### src/rtl/panda_data_mem_arbiter.sv
// panda_data_mem_arbiter
//   Shares the single-port data memory between port 0 (core LSU) and port 1
//   (DMA/debug). It uses round-robin arbitration with a same-cycle grant.
//   Read data comes back one cycle after the grant. A port can lock the
//   memory across several accesses for read-modify-write sequences. A lock
//   whose owner stays idle for LOCK_TIMEOUT cycles is released by force.
//
// Ports
//   clk_i, rst_i                  clock, async active-high reset
//   m{0,1}_req/lock/addr/we/wdata requester access (req held until gnt)
//   m{0,1}_gnt_o                  access accepted this cycle
//   m{0,1}_rvalid_o/rdata_o       response for the access granted last cycle
//   data_req/addr/we/wdata_o      memory access strobe and write interface
//   data_rdata_i                  memory read data (one cycle after req)
//   conflict_cnt_o                saturating blocked-request counter, only
//                                 present when PANDA_ARB_PERF_EN is defined
module panda_data_mem_arbiter #(
  parameter int LOCK_TIMEOUT = 16,
  parameter int CNT_W        = 16
) (
  input  logic              clk_i,
  input  logic              rst_i,
  input  logic              m0_req_i,
  input  logic              m0_lock_i,
  input  logic [31:0]       m0_addr_i,
  input  logic [3:0]        m0_we_i,
  input  logic [31:0]       m0_wdata_i,
  output logic              m0_gnt_o,
  output logic              m0_rvalid_o,
  output logic [31:0]       m0_rdata_o,
  input  logic              m1_req_i,
  input  logic              m1_lock_i,
  input  logic [31:0]       m1_addr_i,
  input  logic [3:0]        m1_we_i,
  input  logic [31:0]       m1_wdata_i,
  output logic              m1_gnt_o,
  output logic              m1_rvalid_o,
  output logic [31:0]       m1_rdata_o,
  output logic              data_req_o,
  output logic [31:0]       data_addr_o,
  output logic [3:0]        data_we_o,
  output logic [31:0]       data_wdata_o,
  input  logic [31:0]       data_rdata_i
`ifdef PANDA_ARB_PERF_EN
  ,
  output logic [CNT_W-1:0]  conflict_cnt_o
`endif
);

  typedef enum logic [1:0] {S_IDLE, S_LOCK0, S_LOCK1} state_e;

  localparam bit             TIMEOUT_EN = (LOCK_TIMEOUT != 0);
  // The lock is released at the end of the cycle in which the idle count
  // would reach LOCK_TIMEOUT. The other port then wins arbitration in the
  // following cycle.
  localparam logic [CNT_W-1:0] TO_LAST  = TIMEOUT_EN ? CNT_W'(LOCK_TIMEOUT - 1) : '0;

  state_e           state_q, state_d;
  logic             last_q, last_d;      // last granted port
  logic             rvalid_q, owner_q;   // pending response and its port
  logic [CNT_W-1:0] idle_cnt_q, idle_cnt_d;
  logic             gnt0, gnt1;
  logic             own_req, own_lock;

  // Arbitration. A locked state hands the memory only to the lock owner.
  // When both ports request while unlocked, the port that did not win last
  // time gets the grant.
  always_comb begin
    gnt0 = 1'b0;
    gnt1 = 1'b0;
    unique case (state_q)
      S_LOCK0: gnt0 = m0_req_i;
      S_LOCK1: gnt1 = m1_req_i;
      default: begin
        if (m0_req_i && m1_req_i) begin
          gnt0 = last_q;
          gnt1 = !last_q;
        end else begin
          gnt0 = m0_req_i;
          gnt1 = m1_req_i;
        end
      end
    endcase
  end

  assign own_req  = (state_q == S_LOCK1) ? m1_req_i  : m0_req_i;
  assign own_lock = (state_q == S_LOCK1) ? m1_lock_i : m0_lock_i;

  always_comb begin
    state_d    = state_q;
    last_d     = last_q;
    idle_cnt_d = '0;
    if (gnt0 || gnt1) last_d = gnt1;
    unique case (state_q)
      S_LOCK0, S_LOCK1: begin
        // A request from the owner is always granted. That grant takes
        // priority over a timeout that would expire in the same cycle.
        if (own_req) begin
          if (!own_lock) state_d = S_IDLE;
        end else if (TIMEOUT_EN && (idle_cnt_q == TO_LAST)) begin
          state_d = S_IDLE;
        end else begin
          idle_cnt_d = idle_cnt_q + 1'b1;
        end
      end
      default: begin
        if (gnt0 && m0_lock_i)      state_d = S_LOCK0;
        else if (gnt1 && m1_lock_i) state_d = S_LOCK1;
      end
    endcase
  end

  always_ff @(posedge clk_i or posedge rst_i) begin
    if (rst_i) begin
      state_q    <= S_IDLE;
      last_q     <= 1'b1;
      rvalid_q   <= 1'b0;
      owner_q    <= 1'b0;
      idle_cnt_q <= '0;
    end else begin
      state_q    <= state_d;
      last_q     <= last_d;
      rvalid_q   <= gnt0 || gnt1;
      owner_q    <= gnt1;
      idle_cnt_q <= idle_cnt_d;
    end
  end

  assign m0_gnt_o     = gnt0;
  assign m1_gnt_o     = gnt1;
  assign data_req_o   = gnt0 || gnt1;
  assign data_addr_o  = gnt1 ? m1_addr_i  : (gnt0 ? m0_addr_i  : '0);
  assign data_we_o    = gnt1 ? m1_we_i    : (gnt0 ? m0_we_i    : '0);
  assign data_wdata_o = gnt1 ? m1_wdata_i : (gnt0 ? m0_wdata_i : '0);

  assign m0_rvalid_o  = rvalid_q && !owner_q;
  assign m1_rvalid_o  = rvalid_q &&  owner_q;
  assign m0_rdata_o   = m0_rvalid_o ? data_rdata_i : '0;
  assign m1_rdata_o   = m1_rvalid_o ? data_rdata_i : '0;

`ifdef PANDA_ARB_PERF_EN
  logic             blocked;
  logic [CNT_W-1:0] conflict_cnt_q;

  // A port that requests without a grant is either losing a conflict or
  // blocked by the other port's lock. At most one port can be refused in
  // a cycle.
  assign blocked = (m0_req_i && !gnt0) || (m1_req_i && !gnt1);

  always_ff @(posedge clk_i or posedge rst_i) begin
    if (rst_i)                                conflict_cnt_q <= '0;
    else if (blocked && (conflict_cnt_q != '1)) conflict_cnt_q <= conflict_cnt_q + 1'b1;
  end

  assign conflict_cnt_o = conflict_cnt_q;
`else
  // The build has no performance counter.
`endif

endmodule
### config.mk
export PLATFORM = sky130hd
export DESIGN_NAME = panda_data_mem_arbiter
export DESIGN_NICKNAME = d
export VERILOG_FILES = /design/src/rtl/panda_data_mem_arbiter.sv
export SDC_FILE = /design/constraint.sdc
export NUM_CORES = 1
export LEC_CHECK = 0
export CAP_MARGIN = 20
export CORE_AREA = 2 2 121 123
export CTS_CLUSTER_DIAMETER = 30
export DETAILED_ROUTE_END_ITERATION = 8
export DIE_AREA = 0 0 123 125
export DONT_BUFFER_PORTS = 1
export SKIP_CTS_REPAIR_TIMING = 1
export SYNTH_ARGS = -nofsm -noshare
export SYNTH_HDL_FRONTEND = slang
export SYNTH_SLANG_ARGS = --single-unit
### constraint.sdc
create_clock -name clk_i -period 2.4 [get_ports clk_i]
set_input_delay 0.48 -clock clk_i [delete_from_list [all_inputs] [get_ports clk_i]]
set_output_delay 0.48 -clock clk_i [all_outputs]
set_load 0.03 [all_outputs]
# ---- Yosys cells after proc, flatten, opt, wreduce, memory -nomap -nowiden
# Index checks and enable logic that the tools add are counted.
dict set report totals {
  reg_bits 21
  input_bits 174
  out_inout_bits 137
  word_cells 45
}
dict set report op_classes {
  addsub 1
  n_eq_ne 5
  n_mux 23
  reduce_logical 11
}
# cell n
set op_table {}
lappend op_table {{two-way mux 32 bit} 6}
lappend op_table {{two-way mux 16 bit} 3}
lappend op_table {{adder 16 x 1 -> 16 bit (second input constant)} 1}
lappend op_table {{equality test 16 x 4 -> 1 bit (second input constant)} 1}
lappend op_table {{two-way mux 2 bit} 6}
lappend op_table {{two-way mux 4 bit} 2}
lappend op_table {{!= test 3 bit (second input constant)} 2}
lappend op_table {{logical AND 1 bit} 5}
lappend op_table {{two-way mux 1 bit} 4}
lappend op_table {{one-hot mux 1 bit (2 select lines)} 2}
lappend op_table {{AND reduction 3 bit} 1}
lappend op_table {{nonzero test 3 bit} 1}
lappend op_table {{equality test 2 x 1 -> 1 bit (second input constant)} 1}
lappend op_table {{equality test 2 bit (second input constant)} 1}
lappend op_table {{zero test 1 bit} 2}
lappend op_table {{OR reduction 2 bit} 1}
lappend op_table {{logical OR 1 bit} 1}

# ---- Logic depth before layout (Yosys ltp)
dict set report logic_depth {
  depth_word 7
  mapped_depth 9
  ltp_nobuf 6
}

# ---- Worst setup path after synthesis
# OpenSTA, ideal clock, no wires.
dict set report synth_timing {
  kind {register -> output}
  start {reg state_q[0]}
  end {out data_wdata_o[24]}
  arrival_ns 1.892
  required_time_ns 1.920
  slack_ns 0.028
  stages_incl_launch_ff 8
  n_path_buf 3
  path_cell_list {dfrtp_1 inv_1 ha_1 buf_4 a31oi_2 buf_6 buf_2 a22o_1}
}
dict set report synth_via {
  elab_cells_between_ends 6
  cone_classes {2 x eq/ne; 4 x mux}
}
# item line
set synth_lines {}
lappend synth_lines {{start, declared} 58} ;# state_e state_q, state_d;
lappend synth_lines {{start signal, assigned} 121} ;# state_q <= state_d;
lappend synth_lines {{equality test 2 bit or equality test 2 x 1 -> 1 bit (tied branches)} 71} ;# unique case (state_q)
lappend synth_lines {{one-hot mux 1 bit (2 select lines) *} 71}
lappend synth_lines {{net m1_gnt_o} 36} ;# output logic m1_gnt_o,
lappend synth_lines {{two-way mux 32 bit *} 134} ;# assign data_wdata_o = gnt1 ? m1_wdata_i : (gnt0 ? m0_wdata_i : '0);
lappend synth_lines {{end, declared} 42} ;# output logic [31:0] data_wdata_o,
# The timed path passes the listed nets; every way through them passes the cells marked *.

# ---- Worst setup path after layout
dict set report layout_timing {
  start {reg state_q[1]}
  end {out data_wdata_o[4]}
}
dict set report layout_via {
  elab_chain_len 4
  elab_cells_between_ends 6
  cone_classes {2 x eq/ne; 4 x mux}
}
# item line
set layout_rtl {}
lappend layout_rtl {{equality test 2 bit or equality test 2 x 1 -> 1 bit (tied branches)} 71}
lappend layout_rtl {{one-hot mux 1 bit (2 select lines)} 71}
lappend layout_rtl {{two-way mux 32 bit} 134}
lappend layout_rtl {{two-way mux 32 bit *} 134}
# Mark *: on every way between the ends. The rest lies on a longest branch, timed or not.

==> flow_metrics.py <==
metrics = {
    "logic_synthesis": {
        "synthCells": 271,
        "postSynth.asyncResetShare_pct": 100.0,
        "yosys.area.top_type": "a22o_1",
        "yosysMostFrequentCell": "a22o_1",
        "synth_nets": 449,
        "synth.avg_cell_area_sq_um": 8.394,
        "netlist_area_sq_um": 2275,
        "synth_edf_count": 0,
        "muxShareOfSynthArea_pct": 0.8801,
        "synth-adder-area-share_pct": 2.200,
        "synth_compound_area_share_pct": 30.31,
        "synth-xor-area-share_pct": 5.391,
        "synth.distinct_cells": 36,
        "yosysWarnings": 0,
        "ys.flop_type": "dfrtp_1",
        "ys_seq_elements": 21,
        "ys_seq_area_share_pct": 23.16,
        "synth_top_area_share_pct": 26.18,
        "synth_top_family_by_area": "compound AO/OA/AOI/OAI gates",
        "yosys.area_share.simple_pct": 29.48,
        "ys_top_cells_by_area": "a22o_1 26%, dfrtp_1 22%, and2_1 9.1%, and3_1 9.1%, xnor2_1 4.6%",
        "ys_top_cells_by_count": "68 x a22o_1, 33 x and2_1, 33 x and3_1, 20 x dfrtp_1, 16 x nor2_1",
    },
    "critical_path": {
        "path_delay_family": "buffers and inverters",
        "r2r_start": "state_q[1]",
        "r2r_slack_ps": 440,
        "critPathCapture": "data_wdata_o[4]",
        "crit_arrival_ps": 2090,
        "critPathMaxStageDelay_ps": 420,
        "path_max_fanout": 8,
        "crit_start": "state_q[1]",
        "cp.depth": 8,
        "cp_num_buf_inv": 3,
        "cp-end-kind": "output pin",
        "crit_chain": "ha_4, o21ai_4, a21o_4, nor2_4, buf_12, clkbuf_16, a22o_1, buf_6",
        "cp-start-kind": "flip-flop",
        "worstRegToRegCells": 6,
        "critPathKind": "reg -> out",
        "slowest_stage": "dfrtp_1",
        "cp.required_ps": 1920,
        "rr_endpoint": "idle_cnt_q[11]",
    },
    "global_routing": {
        "top_usage_layer": "met2",
        "grt_max_degree": 65,
        "use_met3_pct": 10.99,
        "globalRoute.totalOverflow": 0,
        "use_met1_pct": 18.37,
        "grt_first_pass_wirelength_um": 16680,
        "grt_util_met2_pct": 22.26,
        "grt_usage_pct": 15.25,
        "first_global_vias": 2406,
        "antenna_found_initial": 11,
    },
    "final_layout": {
        "drive_gt1_share_pct": 36.36,
        "final_area_sq_um": 3861,
        "area_growth_syn_to_layout_pct": 69.75,
        "nNetsFinal": 542,
        "num-fill-cells": 1496,
    },
    "clock_tree": {
        "clk_latency_ps": 260,
        "cts.sinks": 21,
        "clock_tree.buffer_depth": 2,
        "path_clk_slew_ps": 60,
        "cts_max_level": 1,
        "tritoncts": "built",
        "cts_root_buf": "clkbuf_16",
        "cts_buffers": 3,
    },
    "placement": {
        "dp_hpwl_um": 11390,
        "gp_congestion": 0.8155,
        "post_dp_cell_area_sq_um": 3333,
        "io_buffers": 0,
        "place_ws_ps": 2.738,
    },
    "route": {
        "drtIter0Drc": 212,
        "drc_errors": 0,
        "viasPerCell": 4.948,
        "postRouteAntennaNets": 0,
        "wl_per_cell_um": 24.96,
        "routed_wirelength_um": 13850,
        "vias": 2746,
        "dr.pass1.iters": 4,
    },
    "job": {
        "maxCapViolCount": 0,
    },
    "pwr": {
        "power.density_nw_per_um2": 1698,
        "peakVddDrop_mv": 0.6879,
        "p_leak_uw": 0.001739,
    },
    "floorplanning": {
        "core_sq_um": 14200,
        "die_h_um": 125,
        "ios": 311,
        "start_util_pct": 16.01,
        "rows": 44,
        "die_w_um": 123,
        "fp.dieArea_sq_um": 15380,
    },
    "sta": {
        "fin_crit_ps": 2573,
        "finalCritPeriodShare_pct": 107.2,
        "setup_slack_ps": -173.1,
        "finalSetupViolCount": 69,
        "drv_slew": 0,
        "skew_ps": 2.589,
        "hold_viol_final": 0,
        "worstMarginPinSlew_ps": 811.2,
        "max_freq_mhz": 388.6,
        "rsz0062_at_grt": "true",
        "relSlewSlack_pct": 45.86,
    },
    "outcome": {
        "status": "finished with violations",
        "failed_checks": "negative setup slack",
    },
    "hold_path": {
        "hp-class": "in -> async",
    },
}
## power breakdown
group          switching (uW)  leakage [uW]  internal [uW]
Sequential               41.2      0.000284            410
Clock                     133     0.0000372            226
Combinational            3350       0.00142           2400
## cell usage in the layout (no fill, tap or decap), types with 6 or more instances in the layout
| master | count |
|---|---|
| a22o_1 | 68 |
| and2_1 | 33 |
| and3_1 | 33 |
| buf_12 | 19 |
| buf_4 | 33 |
| buf_6 | 59 |
| dfrtp_1 | 20 |
| diode_2 | 8 |
| inv_1 | 8 |
| nand3_1 | 6 |
| nor2_1 | 16 |
| nor4_1 | 7 |
| xnor2_1 | 12 |
## routing by layer
| metal | vias up | share of wire [%] |
|---|---|---|
| li1 | 1206 | - |
| met1 | 1305 | 38 |
| met2 | 219 | 43 |
| met3 | 10 | 18 |
| met4 | 6 | 0.54 |
| met5 | - | 0.30 |
## worst min path at each step
stage | start | slack (ps) | cells after the start | endpoint
floorplan | idle_cnt_q[0] | 450 | 1 | idle_cnt_q[0]
global placement | idle_cnt_q[0] | 470 | 1 | idle_cnt_q[0]
detailed placement | idle_cnt_q[0] | 490 | 1 | idle_cnt_q[0]
CTS | rst_i | 290 | 1 | owner_q
global route | rst_i | 340 | 1 | owner_q
finish | rst_i | 270 | 1 | idle_cnt_q[11]
## area by class of cell
type,instances,area [sq um],share of cell area (%)
Sequential cell,21,526.8,13.64
Tap cell,184,230.2,5.962
Inverter,9,33.78,0.8749
Antenna cell,8,20.02,0.5185
Timing Repair Buffer,114,1358,35.16
Multi-Input combinational cell,215,1610,41.70
Clock buffer,3,75.07,1.944
Clock inverter,1,7.507,0.1944
## cell families after synthesis
group,after synthesis
AO/OA/AOI/OAI,80
XOR/XNOR,14
adder cells (fa/ha/maj),4
buffers and inverters,35
flip-flops,21
multiplexers,2
AND/OR/NAND/NOR,115
## state kept, by name, indices dropped and copies added (netlist names)
register and flops:
idle_cnt_q 16, rvalid_q 1, last_q 1, state_q 2, owner_q 1
## per-stage QoR
step                      utilization [%]  hold WS (ps)  std cells  total power, uW  setup TNS (ps)
after global routing                27.06         339.9        548             6861          -12860
after floorplan                         -         451.9        271             3824               0
after detailed placement            23.47         485.3        531             5402               0
final                               27.18         268.6        555             6555           -8458
after global placement              23.47         469.7        531             5331               0
after CTS                           24.05         292.9        535             5772          -17120
(Power assumes the default switching activity.)
